**config.mk**
```make
export PLATFORM = sky130hd
export DESIGN_NAME = display_scanner
export DESIGN_NICKNAME = d
export VERILOG_FILES = /design/src/rtl/display_scanner_pkg.sv /design/src/rtl/display_scanner_bin2bcd_seq.sv /design/src/rtl/display_scanner.sv
export SDC_FILE = /design/constraint.sdc
export NUM_CORES = 1
export LEC_CHECK = 0
export CELL_PAD_IN_SITES_DETAIL_PLACEMENT = 1
export CELL_PAD_IN_SITES_GLOBAL_PLACEMENT = 1
export CORE_MARGIN = 2
export CORE_UTILIZATION = 50
export CTS_CLUSTER_DIAMETER = 100
export DETAILED_ROUTE_END_ITERATION = 8
export PLACE_DENSITY_LB_ADDON = 0.1
export SLEW_MARGIN = 40
export SYNTH_ARGS = -nofsm -noshare
export SYNTH_HDL_FRONTEND = slang
export SYNTH_HIERARCHICAL = 1
export SYNTH_SLANG_ARGS = --single-unit
```
**constraint.sdc**
```tcl
create_clock -name clk -period 3.4 [get_ports clk]
set_clock_uncertainty 0.15 [all_clocks]
set_input_delay 0.68 -clock clk [delete_from_list [all_inputs] [get_ports clk]]
set_output_delay 0.68 -clock clk [all_outputs]
set_load 0.005 [all_outputs]
```
**src/rtl/display_scanner_pkg.sv**
```systemverilog
`default_nettype none
// ============================================================================
//  Module      : display_scanner_pkg
//  Description : Shared types and constants for the multiplexed BCD display
//                scanner and its sequential binary-to-BCD converter.
//  Revision    : 1.0 - initial release
// ============================================================================
package display_scanner_pkg;

  localparam int NUM_DIGITS = 4;
  localparam int BIN_W      = 14;
  localparam int BCD_W      = 16;

  localparam logic [BIN_W-1:0] MAX_VALUE   = 14'd9999;
  localparam logic [3:0]       GROUNDS_OFF = 4'b1111;

  typedef enum logic [1:0] {
    IDLE    = 2'd0,
    CONVERT = 2'd1,
    UPDATE  = 2'd2
  } state_t;

endpackage : display_scanner_pkg
`default_nettype wire

```
**src/rtl/display_scanner_bin2bcd_seq.sv**
```systemverilog
`default_nettype none
// ============================================================================
//  Module      : bin2bcd_seq
//  Description : Sequential double-dabble converter. Saturates the input to
//                9999, runs 14 add-3/shift cycles and publishes the packed
//                BCD result, which holds its old value while converting.
//  Revision    : 1.0 - initial release
// ============================================================================
module bin2bcd_seq
  import display_scanner_pkg::*;
(
  input  logic             clk,
  input  logic             reset,
  input  logic [BIN_W-1:0] value_in,
  input  logic             load,
  output logic             busy,
  output logic             overflow,
  output logic [BCD_W-1:0] result
);

  state_t           state;
  logic [BCD_W-1:0] bcd;
  logic [BIN_W-1:0] bin;
  logic [3:0]       shift_cnt;
  logic [BCD_W-1:0] bcd_adj;
  logic             too_big;
  logic [BIN_W-1:0] sat_value;

  assign too_big   = (value_in > MAX_VALUE);
  assign sat_value = too_big ? MAX_VALUE : value_in;

  // Per-nibble add-3 correction applied ahead of every shift
  generate
    for (genvar g = 0; g < NUM_DIGITS; g++) begin : g_adj
      assign bcd_adj[4*g +: 4] = (bcd[4*g +: 4] >= 4'd5) ? (bcd[4*g +: 4] + 4'd3)
                                                          : bcd[4*g +: 4];
    end
  endgenerate

  // Conversion FSM and datapath; result only changes in UPDATE so the display never tears
  always_ff @(posedge clk or posedge reset) begin
    if (reset) begin
      state     <= IDLE;
      busy      <= 1'b0;
      overflow  <= 1'b0;
      bcd       <= '0;
      bin       <= '0;
      shift_cnt <= '0;
      result    <= '0;
    end else begin
      case (state)
        IDLE: begin
          if (load) begin
            bin       <= sat_value;
            bcd       <= '0;
            overflow  <= too_big;
            busy      <= 1'b1;
            shift_cnt <= '0;
            state     <= CONVERT;
          end
        end
        CONVERT: begin
          {bcd, bin} <= {bcd_adj, bin} << 1;
          shift_cnt  <= shift_cnt + 4'd1;
          if (shift_cnt == 4'(BIN_W - 1)) begin
            state <= UPDATE;
          end
        end
        UPDATE: begin
          result <= bcd;
          busy   <= 1'b0;
          state  <= IDLE;
        end
        default: begin
          busy  <= 1'b0;
          state <= IDLE;
        end
      endcase
    end
  end

endmodule : bin2bcd_seq
`default_nettype wire

```
**src/rtl/display_scanner.sv**
```systemverilog
`default_nettype none
// ============================================================================
//  Module      : display_scanner
//  Description : Converts a 14-bit value to four BCD digits and scans them
//                onto a shared nibble bus with active-low digit grounds and
//                optional leading-zero blanking.
//  Revision    : 1.0 - initial release
// ============================================================================
module display_scanner
  import display_scanner_pkg::*;
#(
  parameter int REFRESH_DIV   = 50000,
  parameter int BLANK_LEADING = 1
)
(
  input  logic             clk,
  input  logic             reset,
  input  logic [BIN_W-1:0] value_in,
  input  logic             load,
  output logic             busy,
  output logic             overflow,
  output logic [3:0]       digit_out,
  output logic [3:0]       grounds
);

  localparam int PRE_W = $clog2(REFRESH_DIV);

  logic [BCD_W-1:0]      display;
  logic [PRE_W-1:0]      prescaler;
  logic [1:0]            index;
  logic [NUM_DIGITS-1:0] blank;
  logic [3:0]            nibble [NUM_DIGITS];

  bin2bcd_seq u_conv (
    .clk      (clk),
    .reset    (reset),
    .value_in (value_in),
    .load     (load),
    .busy     (busy),
    .overflow (overflow),
    .result   (display)
  );

  // Ones digit is never blanked so a zero value still lights a single "0"
  assign blank[0] = 1'b0;

  generate
    for (genvar g = 0; g < NUM_DIGITS; g++) begin : g_nibble
      assign nibble[g] = display[4*g +: 4];
    end
    for (genvar g = 1; g < NUM_DIGITS; g++) begin : g_blank
      assign blank[g] = (BLANK_LEADING != 0) && (display[BCD_W-1:4*g] == '0);
    end
  endgenerate

  // Free-running refresh prescaler stepping the digit index on each wrap
  always_ff @(posedge clk or posedge reset) begin
    if (reset) begin
      prescaler <= '0;
      index     <= 2'd0;
    end else if (prescaler == PRE_W'(REFRESH_DIV - 1)) begin
      prescaler <= '0;
      index     <= index + 2'd1;
    end else begin
      prescaler <= prescaler + PRE_W'(1);
    end
  end

  // Registered digit bus and grounds for the currently selected digit
  always_ff @(posedge clk or posedge reset) begin
    if (reset) begin
      digit_out <= 4'h0;
      grounds   <= GROUNDS_OFF;
    end else begin
      digit_out <= nibble[index];
      grounds   <= blank[index] ? GROUNDS_OFF : ~(4'b0001 << index);
    end
  end

endmodule : display_scanner
`default_nettype wire

```
* After elaboration in Yosys (flattened, before gate mapping)
Cells that the tools add are included.
Storage, ports and cells: register bits 80, input bits 17, output and inout port bits 10
Operators by class: $add $sub $neg 7, $lt $le $gt $ge 7, equality and inequality tests 6, shift operators 1, mux-type cells 23, bitwise logic cells 3, reductions and logical operators 9
Operators with widths (number):
- $mux W16 | 2
- $pmux W16 S2 | 1
- $mux W14 | 2
- $mux W4 | 7
- $pmux W14 S2 | 1
- $add A16 B1 Y16 const B | 1
- $eq A16 B16 Y1 const B | 1
- $ge A4 B3 Y1 const B | 4
- $gt A14 B14 Y1 const B | 1
- $add A4 B2 Y4 const B | 3
- $logic_not A12 Y1 | 1
- $bmux W4 S2 | 1
- $logic_not A8 Y1 | 1
- $pmux W4 S2 | 1
- $reduce_and A2 Y1 | 4
- $add A4 B1 Y4 const B | 1
- $eq A4 B4 Y1 const B | 1
- $logic_not A4 Y1 | 1
- $mux W2 | 2
- $not A4 Y4 | 1
- $pmux W2 S2 | 1
- $shl A1 B2 Y4 const A | 1
- $add A3 B2 Y3 const B | 1
- $ge A3 B3 Y1 const B | 1
- 14 further kinds | 15

* Depth between registers and ports, before layout
Gate-level depths: netlist of run 1.
word-level depth 4, gate-level depth with buffers 6

* Hierarchy
The synthesis of run 1 kept the hierarchy.
By module, submodules not included:
- bin2bcd_seq | instances 1, cells each 244, area each 2529.9 µm², sequential area each 1351.3 µm²
- display_scanner | instances 1, cells each 102, area each 1253.7 µm², sequential area each 655.6 µm²

* Least setup slack after synthesis of run 1
No wires, ideal clock.
path kind register -> register, start point reg prescaler[5], end point reg prescaler[11], library setup time 0.125 ns, data arrival time 1.578 ns, data required time 3.125 ns, path slack 1.547 ns, stages on the path, launching flop included 5, clock period less this slack 1.853 ns, cells stage by stage dfrtp_1 or4b_4 nor4_4 nor2_1 mux2_2
Between the ends: longest elaborated chain between the ends 2, elaborated cells between the ends (all ways) 3, those cells by class 1 x add/sub; 1 x eq/ne; 1 x mux
Ends and longest elaborated chain:
- start: declaration | line display_scanner.sv:29 | logic [PRE_W-1:0] prescaler;
- start signal: assignment | line display_scanner.sv:65 | prescaler <= prescaler + PRE_W'(1);
- $add A16 B1 Y16 or $eq A16 B16 Y1 (tied branches) | line display_scanner.sv:65, display_scanner.sv:61
- $mux W16 * | line display_scanner.sv:61 | end else if (prescaler == PRE_W'(REFRESH_DIV - 1)) begin
Mark *: on every way between the ends. The rest lies on a longest branch, timed or not. A chain may end at the register's enable or synchronous reset.

* Worst setup path after layout of run 1
start point reg prescaler[4], end point reg prescaler[11]
The elaborated chain is that of the path after synthesis.

==> impl_metrics.tcl, run 1 <==
set metrics [dict create \
    clkLatencyLatePin_ns 0.35 \
    crit_chain "or4b_1, nor4_4, nor2_1, mux2_2" \
    cts-root-buf "clkbuf_8" \
    ir_drop_mv 0.383 \
    finalCriticalPeriod_ns 2.36 \
    cts_made_buffers 9 \
    outcome "finished clean" \
    cap_violations 0 \
    place.gp.congestion 0.794 \
    syn_to_final_growth_pct 15.5 \
    drc 0 \
    synth_area_leader_cell "dfrtp_1" \
    synth-seq-cells 80 \
    power.leakage_nw 1.94 \
    start_util_pct 51.9 \
    async_reset_ff_share_pct 100 \
    instances_no_fill 478 \
    end_kind "register" \
    rsz0062_at_grt "false" \
    wire_per_inst_um 17.7 \
    drt_iter0_drc 122 \
    num_antenna_cells 0 \
    setup_viol_count_final 0 \
    netlist_area_mm2 0.00378 \
    yosysTopAreaCellShare_pct 50.3 \
    cp-start-kind "register" \
    die_h_um 91.0 \
    num_vias 2714 \
    avgSynthCellArea_um2 10.9 \
    ios 27 \
    via_per_inst 5.68 \
    wl_um 8460 \
    period_share_pct 69.3 \
    hold_ws_ns 0.333 \
    rows 31 \
    antenna_found_initial 0 \
    hpwl_um 5690 \
    grt.overflow.total 0 \
    synth_ff_type "dfrtp_1" \
    ant_nets 0 \
    hold_buffers 0 \
    crit_fanout 13 \
    synth_nets 378 \
    worstMarginPinSlew_ns 0.793 \
    drive_gt1_share_pct 12.7 \
    dieArea_mm2 0.00828 \
    hold_viol 0 \
    fin_nets 406 \
    cp.required_ns 3.49 \
    dr.pass1.iters 4 \
    final-max-slew-violation-count 0 \
    dp.cells 462 \
    slowest_delay_ns 0.68 \
    p_per_area_mw_per_mm2 782 \
    cp.arrival_ns 2.45 \
    track_usage_pct 22.0 \
    ys_seq_area_share_pct 53.0 \
    tns_ns 0 \
    slew_headroom_pct 47.2 \
    ys_types 50 \
    post-cts-setup-buffers 0 \
    fin_ws_ns 1.04 \
    die_w_um 91.0 \
    path_clk_slew_ns 0.09 \
    clock_path_buffers 2 \
    max_freq_ghz 0.424 \
    total_power_mw 3.42 \
    grt_pass1_wl_um 14600 \
    grt_start_max_net_pins 32 \
    core_mm2 0.00729 \
    min_path_type "register to register" \
    syn-instance-count 346 \
    dp_slack_ns 0.915 \
    cts.sinks 80 \
    synth_edf_count 0 \
    cts_tree "done" \
    path_class "register to register" \
    grt_pass1_vias 2888 \
    io_buffers 26 \
    cts-htree-levels 3 \
    ctsResizeCount 0 \
    crit_slowest_cell "nor4_4" \
    yosysWarnings 6 \
    synth.area.top_cells "dfrtp_1, o21ai_0, ha_1, nand2_1, dfstp_2" \
]
## logic make-up (layout without fill, tap and decap cells)
family,after synthesis,count (layout),share of synthesized area (%)
flip-flops,80,80,53.0
adder cells (fa/ha/maj),15,15,4.96
buffers and inverters,34,67,3.97
AND/OR/NAND/NOR,106,106,15.4
AO/OA/AOI/OAI,76,76,12.3
multiplexers,17,17,6.12
XOR/XNOR,18,18,4.17
## registers in the layout, summed over array words and instances, names as in the netlist
name / cells
digit_out: 4
grounds: 4
index: 2
prescaler: 16
u_conv/bcd: 16
u_conv/bin: 14
u_conv/busy: 1
u_conv/overflow: 1
u_conv/result: 16
u_conv/shift_cnt: 4
u_conv/state: 2
## cell usage in the layout, fill, tap and decap left out, drive strengths merged, types with 2 or more instances in the layout
| cell | n |
|---|---|
| buf | 3 |
| or4 | 3 |
| nor2 | 11 |
| and4 | 2 |
| inv | 24 |
| a21oi | 10 |
| or3 | 3 |
| a22o | 5 |
| clkbuf | 10 |
| nand4 | 8 |
| o31ai | 3 |
| nand2b | 6 |
| nand3b | 2 |
| xor2 | 7 |
| clkdlybuf4s50 | 26 |
| nand2 | 37 |
| dfstp | 4 |
| xnor2 | 11 |
| ha | 15 |
| and2b | 2 |
| o21ai | 43 |
| nor3 | 5 |
| mux2i | 4 |
| nor4 | 3 |
| nand3 | 11 |
| dfrtp | 76 |
| mux2 | 9 |
| bufinv | 2 |
| o22a | 3 |
| nor3b | 3 |
| and3 | 3 |
| mux4 | 4 |
| o22ai | 5 |
| a222oi | 4 |
| or4b | 3 |
## layout make-up
type                       count  area, um^2
inverter                      22        82.6
sequential                    80        2010
clock buffer                  10         138
timing repair buffer          29         295
multi-input combinational    232        1640
clock inverter                 6        90.1
fill                         822        2920
tap                           99         124
## layer usage
layer | routed length, um | global-route usage, % | part of all wire (%) | vias to the layer above
met5 | 0 | 0 | 0 | -
met4 | 125 | 7.70 | 1.5 | 0
met3 | 202 | 2.74 | 2.4 | 11
met2 | 4180 | 36.8 | 49 | 37
met1 | 3960 | 29.9 | 47 | 1379
li1 | - | - | - | 1287
## synthesized netlist by cell type, types with 5 or more instances
library cell	instances
nand2_1	37
buf_2	5
xor2_1	7
inv_1	22
o21ai_0	41
ha_1	15
mux2_2	9
nand3_1	11
nor2_1	11
a22o_1	5
dfrtp_1	76
nand2b_1	5
nor3_1	5
nand4_1	8
a21oi_1	9
o22ai_1	5
xnor2_1	11
## power by group
group          internal (mW)  leakage (nW)  total, mW  switching, mW
Combinational          0.506         0.828       1.08          0.574
Sequential              1.26         0.997       1.53          0.270
Clock                  0.438         0.113      0.803          0.365
## through the flow
stage / cell area, um^2 / util (%)
after floorplan: 3780 / -
after global placement: 4140 / 56.8
after detailed placement: 4140 / 56.8
after CTS: 4370 / 59.9
after global routing: 4370 / 60.0
final: 4370 / 60.0
## worst max-delay path, delay by kind of cell (launching register included)
kind	cells	cell delay, ns
flip-flops	1	0.47
AND/OR/NAND/NOR	3	1.35
multiplexers	1	0.28
## worst paths after layout
path | from | end | slack [ns] | depth (start not counted)
max | prescaler[4]$_DFF_PP0_ | prescaler[11]$_DFF_PP0_ | 1.04 | 4
min | u_conv/bin[8]$_DFFE_PP0P_ | u_conv/bin[8]$_DFFE_PP0P_ | 0.33 | 2
max reg2reg | prescaler[4]$_DFF_PP0_ | prescaler[11]$_DFF_PP0_ | 1.04 | 4
min reg2reg | u_conv/bin[8]$_DFFE_PP0P_ | u_conv/bin[8]$_DFFE_PP0P_ | 0.33 | 2
max in group asynchronous | reset | u_conv/bin[8]$_DFFE_PP0P_ | 1.94 | 3
min in group asynchronous | reset | u_conv/result[4]$_DFFE_PP0N_ | 0.59 | 2
Power figures use the tool's default switching activity.
==> run 2, diff against run 1 <==
CORE_UTILIZATION = 42   (was 50)
clock period = 2.1 ns   (was 3.4 ns; I/O delays follow)
==> run 2 against run 1 <==
  * Clock power grew 72%
  * Critical path type unchanged
  * Sequential power grew 60%
  * Combinational power grew 68%
  * Global-route usage shrank 4.3 points
  * Critical endpoint unchanged
  * Highest routed layer unchanged
  * Sequential cell count is the same
  * Register-to-register slack lost 0.89 ns
  * Utilization shrank 7.9 points
  * Worst setup slack lost 0.89 ns
  * First-iteration DRC count shrank 47%
==> impl_metrics.tcl, run 2 (synthesis gave the netlist of run 1 again) <==
set metrics [dict create \
    outcome "finished clean" \
    layout_common_cells "dfrtp_1, o21ai_0, nand2_1, clkdlybuf4s50_1, inv_1" \
    cts-htree-levels 3 \
    cts.sinks 80 \
    ios 27 \
    drive_gt1_share_pct 15.6 \
    crit_fanout 6 \
    dieArea_mm2 0.00978 \
    grt_pass1_vias 2880 \
    hold_ws_ns 0.299 \
    core_mm2 0.00872 \
    dr.pass1.iters 6 \
    cts_made_buffers 9 \
    end_kind "register" \
    io_buffers 26 \
    hold_buffers 0 \
    finalCriticalPeriod_ns 1.95 \
    post-cts-setup-buffers 0 \
    instances_no_fill 505 \
    wl_um 7940 \
    reg_top3 "prescaler x16, u_conv/bcd x16, u_conv/result x16" \
    num_vias 2720 \
    place.gp.congestion 0.793 \
    slew_headroom_pct 62.8 \
    hold_viol 0 \
    via_per_inst 5.39 \
    wl_met2_um 3780 \
    finalCoreUtilization_pct 52.1 \
    final_common_cell "dfrtp_1" \
    fin_nets 424 \
    tns_ns 0 \
    placed_area_mm2 0.00430 \
    cts-root-buf "clkbuf_8" \
    cp.required_ns 2.18 \
    die_w_um 98.9 \
    wl_met1_um 3870 \
    fin_ws_ns 0.150 \
    cap_violations 0 \
    ir_drop_mv 0.564 \
    total_power_mw 5.65 \
    wire_per_inst_um 15.7 \
    max_freq_ghz 0.513 \
    rows 34 \
    dp.cells 489 \
    track_usage_pct 17.8 \
    grt_pass1_wl_um 13900 \
    die_h_um 98.9 \
    cp-start-kind "register" \
    rsz0062_at_grt "false" \
    p_per_area_mw_per_mm2 1240 \
    num_antenna_cells 0 \
    clock_path_buffers 2 \
    dp_slack_ns 0.0832 \
    setup_viol_count_final 0 \
    min_path_type "input port to async pin" \
    routed.top_layer "met4" \
    worstMarginPinSlew_ns 0.557 \
    path_class "register to register" \
    hpwl_um 5760 \
    ant_nets 0 \
    wl_met3_um 164 \
    start_util_pct 43.4 \
    antenna_found_initial 0 \
    cp.arrival_ns 2.03 \
    syn_to_final_growth_pct 20.1 \
    grt_start_max_net_pins 55 \
    drc 0 \
    grt.overflow.total 0 \
    ctsResizeCount 0 \
    path_clk_slew_ns 0.09 \
    power.leakage_nw 2.04 \
    final-max-slew-violation-count 0 \
    cts_tree "done" \
    period_share_pct 92.9 \
    final_cell_area_mm2 0.00454 \
    clkLatencyLatePin_ns 0.35 \
    drt_iter0_drc 65 \
]
[run 2: changes by cell type in the layout (fill, tap and decap cells not counted)]
cell / before / now
buf_4: 2 / 19
inv_6: 2 / 0
buf_12: 1 / 2
bufinv_16: 2 / 3
clkbuf_1: 0 / 1
clkinv_4: 0 / 1
clkinvlp_4: 1 / 0
inv_1: 20 / 21
inv_2: 2 / 1
nand2_1: 36 / 37
nand2_2: 1 / 0
nand2b_1: 4 / 5
nand2b_2: 1 / 0
[run 2: area by class of cell]
| type | instances | area, um^2 |
|---|---|---|
| inverter | 22 | 82.6 |
| sequential | 80 | 2010 |
| clock buffer | 11 | 141 |
| clock inverter | 5 | 104 |
| fill | 956 | 4180 |
| timing repair buffer | 47 | 443 |
| multi-input combinational | 232 | 1630 |
| tap | 108 | 135 |
[run 2: worst max-delay path, stage by stage, from the launching register on]
cell	delay, ns
dfrtp_1	0.42
or4b_4	0.54
nor4_4	0.39
nor2_1	0.07
mux2_2	0.26
[run 2: per-layer routing]
layer | vias up | global-route usage [%]
met3 | 10 | 3.05
met4 | 0 | 7.27
met1 | 1360 | 23.5
met5 | - | 0
li1 | 1322 | -
met2 | 28 | 29.2
[run 2: worst paths after layout]
| kind | start | endpoint | slack (ns) | depth (start not counted) |
|---|---|---|---|---|
| min in group clk | u_conv/overflow$_DFFE_PP0P_ | u_conv/overflow$_DFFE_PP0P_ | 0.33 | 2 |
| hold / removal | reset | u_conv/bin[9]$_DFFE_PP0P_ | 0.30 | 3 |
| hold reg to reg | u_conv/overflow$_DFFE_PP0P_ | u_conv/overflow$_DFFE_PP0P_ | 0.33 | 2 |
| setup / recovery | prescaler[7]$_DFF_PP0_ | prescaler[11]$_DFF_PP0_ | 0.15 | 4 |
| max in group asynchronous | reset | grounds[2]$_DFF_PP1_ | 1.18 | 3 |
| setup reg to reg | prescaler[7]$_DFF_PP0_ | prescaler[11]$_DFF_PP0_ | 0.15 | 4 |
[run 2: power breakdown]
| group | switching [mW] | total [mW] | internal, mW |
|---|---|---|---|
| sequential | 0.404 | 2.45 | 2.05 |
| combinational | 0.922 | 1.81 | 0.889 |
| clock | 0.561 | 1.38 | 0.823 |
| total | 1.89 | 5.65 | 3.76 |
==> run 3, diff against run 2 <==
GPL_ROUTABILITY_DRIVEN = 1   (was not set)
==> results of run 3 <==
No change in the layout: final DEF, timing and power equal those of run 2.
